===== src/rtl/fifo_serial_tx.sv =====
// FIFO read-side consumer: pops words and sends them as UART-style frames, LSB first.
// Define PARITY_EN to add a parity bit (even/odd chosen by PAR_TYPE) before the stop bit.
`timescale 1ns/1ps
module fifo_serial_tx #(
   parameter int DATA_WIDTH = 8,
   parameter int PRESCALE   = 8,
   parameter int PAR_TYPE   = 0
) (
   input  logic                  CLK,
   input  logic                  RST,
   input  logic                  EN,
   input  logic                  EMPTY,
   input  logic [DATA_WIDTH-1:0] RD_DATA,
   output logic                  R_INC,
   output logic                  TX_OUT,
   output logic                  BUSY
);

   localparam int BW = (DATA_WIDTH > 1) ? $clog2(DATA_WIDTH) : 1;

   typedef enum logic [2:0] {
      IDLE,
      START,
      DATA,
`ifdef PARITY_EN
      PARITY,
`endif
      STOP
   } state_t;

   state_t                state;
   state_t                next_state;
   logic [DATA_WIDTH-1:0] shift_reg;
   logic [BW-1:0]         bit_cnt;
   logic [7:0]            pre_cnt;
   logic                  bit_end;
   logic                  last_bit;

   assign bit_end  = (pre_cnt == 8'(PRESCALE - 1));
   assign last_bit = (bit_cnt == BW'(DATA_WIDTH - 1));

`ifdef PARITY_EN
   logic parity_bit;

   always_ff @(posedge CLK or posedge RST) begin
      if (RST) begin
         parity_bit <= 1'b0;
      end else if (R_INC) begin
         parity_bit <= (^RD_DATA) ^ (PAR_TYPE != 0);
      end
   end
`else
   logic unused_par_type;
   assign unused_par_type = (PAR_TYPE != 0);
`endif

   always_ff @(posedge CLK or posedge RST) begin
      if (RST) begin
         state <= IDLE;
      end else begin
         state <= next_state;
      end
   end

   // R_INC is gated by RST so a FIFO that is non-empty during reset is never popped.
   always_comb begin
      next_state = state;
      R_INC      = 1'b0;
      TX_OUT     = 1'b1;
      BUSY       = 1'b1;
      case (state)
         IDLE: begin
            BUSY = 1'b0;
            if (EN && !EMPTY && !RST) begin
               R_INC      = 1'b1;
               next_state = START;
            end
         end
         START: begin
            TX_OUT = 1'b0;
            if (bit_end) next_state = DATA;
         end
         DATA: begin
            TX_OUT = shift_reg[0];
            if (bit_end && last_bit) begin
`ifdef PARITY_EN
               next_state = PARITY;
`else
               next_state = STOP;
`endif
            end
         end
`ifdef PARITY_EN
         PARITY: begin
            TX_OUT = parity_bit;
            if (bit_end) next_state = STOP;
         end
`endif
         STOP: begin
            if (bit_end) next_state = IDLE;
         end
         default: begin
            BUSY       = 1'b0;
            next_state = IDLE;
         end
      endcase
   end

   always_ff @(posedge CLK or posedge RST) begin
      if (RST) begin
         shift_reg <= '0;
         bit_cnt   <= '0;
         pre_cnt   <= '0;
      end else begin
         if (state == IDLE || bit_end) begin
            pre_cnt <= '0;
         end else begin
            pre_cnt <= pre_cnt + 8'd1;
         end
         if (R_INC) begin
            shift_reg <= RD_DATA;
         end else if (state == DATA && bit_end) begin
            shift_reg <= shift_reg >> 1;
            bit_cnt   <= last_bit ? '0 : bit_cnt + 1'b1;
         end
      end
   end

endmodule


===== config.mk =====
export PLATFORM = sky130hd
export DESIGN_NAME = fifo_serial_tx
export DESIGN_NICKNAME = d
export VERILOG_FILES = /design/src/rtl/fifo_serial_tx.sv
export SDC_FILE = /design/constraint.sdc
export NUM_CORES = 1
export LEC_CHECK = 0
export CORE_MARGIN = 3
export CORE_UTILIZATION = 57
export DETAILED_ROUTE_END_ITERATION = 6
export HOLD_SLACK_MARGIN = 0.03
export MAX_ROUTING_LAYER = met4
export PLACE_DENSITY = 0.82
export SLEW_MARGIN = 20
export SYNTH_ARGS = -nofsm -noshare
export SYNTH_HDL_FRONTEND = slang
export SYNTH_SLANG_ARGS = --single-unit

===== constraint.sdc =====
create_clock -name CLK -period 5.9 [get_ports CLK]
set_clock_uncertainty 0.15 [all_clocks]
set_input_delay 1.475 -clock CLK [delete_from_list [all_inputs] [get_ports CLK]]
set_output_delay 1.475 -clock CLK [all_outputs]
set_load 0.005 [all_outputs]

== Word-level counts from Yosys, hierarchy flattened ==
Index checks and enable logic that the tools add are counted.

* Output and inout bits: 3
* Bits in registers: 22
* Input port bits: 12

* Add/sub/neg operators: 2
* Reduce and logical (&&, ||, !) cells: 12
* Eq/ne operators: 9
* Bitwise operators: 1
* Muxes and demuxes: 13

{| class="wikitable"
|+ Operators with widths
! cell !! number
|-
| $mux 8 || 3
|-
| $mux 3 || 5
|-
| $pmux 3 s4 || 1
|-
| $add 8x1->8 const B || 1
|-
| $eq 8x3->1 const B || 1
|-
| $ne 2x2->1 const B || 4
|-
| $eq 3x2->1 const B || 2
|-
| $logic_and 1x1->1 || 4
|-
| $reduce_and 4->1 || 1
|-
| $add 3x1->3 const B || 1
|-
| $eq 3x1->1 const B || 1
|-
| $eq 3x3->1 const B || 1
|-
| $logic_not 3->1 || 1
|-
| $mux 1 || 3
|-
| $reduce_or 3->1 || 1
|-
| $logic_not 1->1 || 2
|-
| $pmux 1 s2 || 1
|-
| $reduce_and 2->1 || 1
|-
| $reduce_bool 2->1 || 1
|-
| $logic_or 1x1->1 || 1
|-
| $not 1->1 || 1
|}

== Longest topological paths before layout ==
Gate-level depths: netlist (run 1).

* Depth in word-level cells: 7
* Mapped depth: 7
* Depth with buffers taken out: 6

== Least setup slack after synthesis (run 1) ==
No wires, ideal clock.

* Path type: input port to output port
* From: input port EMPTY
* To: output port R_INC
* Data arrival time: 2,221 ps
* Stages on the path: 4
* Path buffers: 2
* Setup slack: 2,054 ps
* Cells stage by stage: nor3b_1 and2_1 clkbuf_2 clkbuf_1

* Longest elaborated chain between the ends: 5

{| class="wikitable"
|+ RTL lines
! item !! line !! RTL
|-
| start, declared || 12 || <nowiki>input logic EMPTY,</nowiki>
|-
| $logic_not 1->1 || 74 || <nowiki>if (EN && !EMPTY && !RST) begin</nowiki>
|-
| $logic_and 1x1->1 (2 in series) || 74 ||
|-
| $mux 1 || 74 ||
|-
| $mux 1 || 71 || <nowiki>case (state)</nowiki>
|-
| end, declared || 14 || <nowiki>output logic R_INC,</nowiki>
|}

No other way between the ends.

== Final worst setup path (run 1) ==
* From: input port EN
* To: output port R_INC

* Longest elaborated chain between the ends: 4

{| class="wikitable"
|+ RTL lines
! item !! line !! RTL
|-
| start, declared || 11 || <nowiki>input logic EN,</nowiki>
|-
| $logic_and 1x1->1 (2 in series) || 74 ||
|-
| $mux 1 || 74 ||
|-
| $mux 1 || 71 ||
|}

No other way between the ends.

==> results.toml, run 1 <==
[sta]
relSlewSlack_pct = 47.5
whs_ns = 0.367
fin_setup_tns_ns = 0
post-route-period-util_pct = 78.7
maxSlewViolCount = 0
setup_viol = 0
rsz0062_at_grt = "false"
max_freq_mhz = 215
worst_pin_slew_ns = 0.787
fin_crit_ns = 4.64
fin_ws_ns = 1.26
hold_viol = 0

[power]
peakVddDrop_mv = 0.152
p_per_area_mw_per_mm2 = 176
power.leakage_nw = 0.658
power_uw = 226

[synthesis]
synth_xor_area_share_pct = 4.76
syn_area_mm2 = 0.00110
post-synth-top-area-cell = "dfrtp_1"
synth-edff-count = 0
synth_area_leaders = "dfrtp_1, ha_1, mux2i_1"
yosysSeqAreaShare_pct = 47.6
ys_warn_count = 0
synth_top_family_by_area = "simple AND/OR/NAND/NOR gates"
synth_ff_type = "dfrtp_1"
yosys_register_bits = 21
synth_commonest_cells = "dfrtp_1, nand2_1, nor2_1, o21ai_0"
synth.avg_cell_area_um2 = 10.6
synth_cell_types = 28
synth_top_area_share_pct = 47.6
yosys.area_share.simple_pct = 16.4
async_reset_ff_share_pct = 100
synth_compound_area_share_pct = 5.56
muxShareOfSynthArea_pct = 12.4
syn_inst = 104
syn_nets = 124
synth_fa_ha_area_share_pct = 9.07
yosysMostFrequentCell = "dfrtp_1"

[grt]
grt_pass1_vias = 742
grt_pass1_wl_um = 3310
grt_usage_pct = 18.6
grt_overflow = 0
grt_max_degree = 22
antenna_found_initial = 0

[floorplanning]
die_area_mm2 = 0.00250
num_rows = 15
core_area_mm2 = 0.00178
start_util_pct = 61.9
die_w_um = 50
pin_count = 15
fp.dieH_um = 50

[placement]
dp_hpwl_um = 1510
place_area_mm2 = 0.00126
post-place-cells = 140
gp_congestion = 0.790
port_buffers = 14
place_ws_ns = 1.26

[clocking]
clk_latency_ns = 0.31
cts-root-buf = "clkbuf_4"
cts_buffers = 3
ctsHoldBuffers = 0
cts.sinks = 21
cts.clk_slew.worst_paths_ns = 0.12
cts.path.max_buffers = 2
post_cts_resize_count = 0
cts_tree = "yes"
post-cts-setup-buffers = 0
cts_max_level = 1

[route]
initialDrtViolationCount = 15
dr.pass1.iters = 4
wl_per_cell_um = 13.8
final_antenna_net_count = 0
wirelength_um = 1990
via_per_inst = 5.41
drc_errors = 0
vias = 779

[setup_path]
cp.arrival_ns = 3.02
cp.required_ns = 4.28
endpoint_kind = "output pin"
path_class = "input port to output pin"
worst-path-max-fanout = 18
cp-start-kind = "input port"

[layout]
stdcell_area_mm2 = 0.00129
post-route-util_pct = 72.1
fillers = 135
final_nets = 140
seq_area_um2 = 526
finalNonFillerCells = 144
syn_to_final_growth_pct = 16.6
multiInputGateArea_um2 = 532
n_antenna_cell = 0
drive_above_1_share_pct = 10.1

[status]
run_status = "finished, final reports clean"

[run]
maxCapViolations = 0

[hold_path]
hp-class = "flip-flop to flip-flop"
-- path summary, 6_finish.rpt --
kind	slack [ns]	from	cells past startpoint	end
max	1.26	EN	5	R_INC
min reg2reg	0.37	pre_cnt[0]$_DFF_PP0_	1	pre_cnt[0]$_DFF_PP0_
min in group asynchronous	1.49	RST	2	bit_cnt[0]$_DFFE_PP0P_
max reg2reg	3.42	state[0]$_DFFE_PP0P_	6	bit_cnt[1]$_DFFE_PP0P_
min	0.37	pre_cnt[0]$_DFF_PP0_	1	pre_cnt[0]$_DFF_PP0_
max in group asynchronous	3.63	RST	2	pre_cnt[3]$_DFF_PP0_
-- report_power, final --
group	switching (mW)	leakage, nW	internal (mW)
Clock	0.0467	0.0177	0.0254
Combinational	0.00379	0.383	0.00663
Sequential	0	0.258	0.144
-- cell usage in the layout (no fill, tap or decap), types with 2 or more instances in the layout --
cell type        netlist  final
o21ai_0                9      9
xor2_1                 5      5
nand2b_1               2      2
nand2_1               10     10
clkdlybuf4s50_1        0     14
ha_1                   8      8
mux2_4                 3      3
clkbuf_4               0      3
mux2i_1                8      8
dfrtp_1               21     21
nand3_1                5      5
nor2_1                 9      9
inv_1                  6      6
-- worst max-delay path, stage by stage --
cell	delay [ns]
clkdlybuf4s50_1	0.44
nor3b_1	0.22
and2_1	0.16
buf_4	0.19
clkdlybuf4s50_1	0.52
-- final cells by class --
| type | count | share of cell area [%] |
|---|---|---|
| Multi-Input combinational cell | 73 | 41.3 |
| Sequential cell | 21 | 40.9 |
| Timing Repair Buffer | 15 | 11.5 |
| Tap cell | 25 | 2.43 |
| Clock buffer | 3 | 1.75 |
| Inverter | 6 | 1.75 |
| Clock inverter | 1 | 0.389 |
-- per-layer routing --
layer / GRT usage, % / part of all wire (%)
met5: - / 0
met3: 3.93 / 4.3
met2: 30.9 / 50
met1: 20.2 / 43
met4: 11.1 / 2.8
-- logic make-up after synthesis --
family | count (synthesis)
mux | 12
fa+ha+maj | 8
buf+inv | 10
simple gates | 36
xor+xnor | 6
compound gates | 11
flops | 21
No activity file was read; power rests on OpenSTA's default activity.
==> run 2, diff against run 1 <==
- CORE_UTILIZATION: 57 -> 48
- PLACE_DENSITY: 0.82 -> 0.74
- clock period: 5.9 -> 4.1 ns (I/O delays scaled with it)
==> run 2 against run 1 <==
Via count is 6.0% lower. Power is 42% higher. Cell area rose by 0.20%. Routed wire length is 8.6% lower. Non-clock buffer count stayed put. Final cell count grew 1.4%. First-iteration DRC count fell by 47%. Combinational power up 43%. Largest cell class unchanged. Highest routed layer is now met3.
==> results.toml, run 2 (synthesized netlist as in run 1, its figures left out) <==
[power]
peakVddDrop_mv = 0.212
internal-power_uw = 253
seq_power_share_pct = 64.4
p_sw_share_pct = 21.2
clkPwrFrac_pct = 30.9
switching_power_uw = 68.2
power.leakage_nw = 0.658
p_per_area_mw_per_mm2 = 249
combPwrFrac_pct = 4.7

[clocking]
cts.clk_slew.worst_paths_ns = 0.12
clk_latency_ns = 0.31
cts_max_level = 1
cts.path.max_buffers = 2
ctsHoldBuffers = 0
post-cts-setup-buffers = 0
cts-root-buf = "clkbuf_4"
cts_tree = "yes"
post_cts_resize_count = 0
cts.sinks = 21
cts_buffers = 3

[grt]
grt_max_degree = 22
grt_pass1_vias = 724
grt_pass1_wl_um = 3150
grt_usage_pct = 15.8
grt_overflow = 0
antenna_found_initial = 0

[setup_path]
r2r_slack_ns = 1.61
path_class = "input port to output pin"
worstReg2RegStart = "state[0]$_DFFE_PP0P_"
cp.required_ns = 2.92
cp-start-kind = "input port"
cp.arrival_ns = 2.43
worst-path-max-fanout = 3
endpoint_kind = "output pin"
r2r-end = "bit_cnt[2]$_DFFE_PP0P_"
r2r_cells = 6

[floorplanning]
die_area_mm2 = 0.00291
start_util_pct = 53.5
pin_count = 15
core_area_mm2 = 0.00206
fp.dieH_um = 54.0
die_w_um = 54.0
num_rows = 16

[placement]
gp_congestion = 0.742
dp_hpwl_um = 1360
port_buffers = 14

[sta]
relSlewSlack_pct = 48.0
fin_setup_tns_ns = 0
post-route-period-util_pct = 87.9
whs_ns = 0.359
maxSlewViolCount = 0
worst_pin_slew_ns = 0.780
max_freq_mhz = 277
fin_crit_ns = 3.60
setup_viol = 0
rsz0062_at_grt = "false"
hold_viol = 0

[layout]
seq_area_um2 = 526
drive_above_1_share_pct = 10.1
multiInputGateArea_um2 = 532
final_nets = 140
fillers = 169
n_antenna_cell = 0
syn_to_final_growth_pct = 16.8
mostFrequentLayoutCell = "dfrtp_1"
mostFrequentLayoutCells = "dfrtp_1, clkdlybuf4s50_1, nand2_1"

[hold_path]
hold_depth = 1
hp-class = "flip-flop to flip-flop"
holdPathEnd = "pre_cnt[0]$_DFF_PP0_"
hold_start = "pre_cnt[0]$_DFF_PP0_"

[route]
wl_per_cell_um = 12.5
dr.pass1.iters = 4
via_per_inst = 5.01
final_antenna_net_count = 0
drc_errors = 0
vias = 732
initialDrtViolationCount = 8
wirelength_um = 1820

[status]
run_status = "finished, final reports clean"

[run]
maxCapViolations = 0
-- run 2: cell counts in the layout (fill, tap and decap cells not counted) --
No cell type changed its count.
-- run 2: per-layer routing --
layer | track usage [%] | part of all wire (%) | vias up
met2 | 25.4 | 46 | 15
li1 | - | - | 383
met4 | 2.55 | 0 | 0
met5 | - | 0 | -
met1 | 18.9 | 48 | 334
met3 | 6.09 | 6.1 | 0
-- run 2: area by class of cell --
| class | count | area share [%] |
|---|---|---|
| Clock buffer | 3 | 1.75 |
| Clock inverter | 1 | 0.388 |
| Inverter | 6 | 1.75 |
| Multi-Input combinational cell | 73 | 41.3 |
| Sequential cell | 21 | 40.8 |
| Tap cell | 27 | 2.62 |
| Timing Repair Buffer | 15 | 11.5 |
-- run 2: how the worst max path moves through the flow --
stage	from	slack [ns]	to
6_report	EN	0.50	R_INC
5_1_grt	EN	0.40	R_INC
4_1_cts	EN	0.48	R_INC
3_5_place_dp	RST	0.50	R_INC
3_3_place_gp	EN	0.50	R_INC
2_1_floorplan	EMPTY	1.15	R_INC
-- run 2: stage by stage --
stage | util [%] | total power [mW] | cells | worst slack [ns] | area, um^2
finish | 62.5 | 0.321 | 146 | 0.496 | 1290
global route | 62.5 | 0.336 | 146 | 0.403 | 1290
detailed placement | 61.2 | 0.226 | 142 | 0.500 | 1260
floorplan | - | 0.215 | 104 | 1.15 | 1100
CTS | 62.5 | 0.325 | 146 | 0.484 | 1290
global placement | 61.2 | 0.226 | 142 | 0.502 | 1260
-- run 2: worst max-delay path, stage by stage --
cell and delay (ns):
clkdlybuf4s50_1 0.45, nor3b_1 0.21, and2_1 0.23, clkdlybuf4s50_1 0.52
-- run 2: power by group through the flow --
stage	Clock (mW)	Sequential [mW]	Combinational, mW
after floorplan	0	0.211	0.00365
after global placement	0	0.211	0.0153
after detailed placement	0	0.211	0.0154
after CTS	0.103	0.207	0.0154
after global routing	0.112	0.207	0.0164
final	0.0993	0.207	0.0149
==> run 3, diff against run 2 <==
- SLEW_MARGIN: 20 -> not set
==> results of run 3 <==
The final DEF is identical to that of run 2; final timing and power are the same.
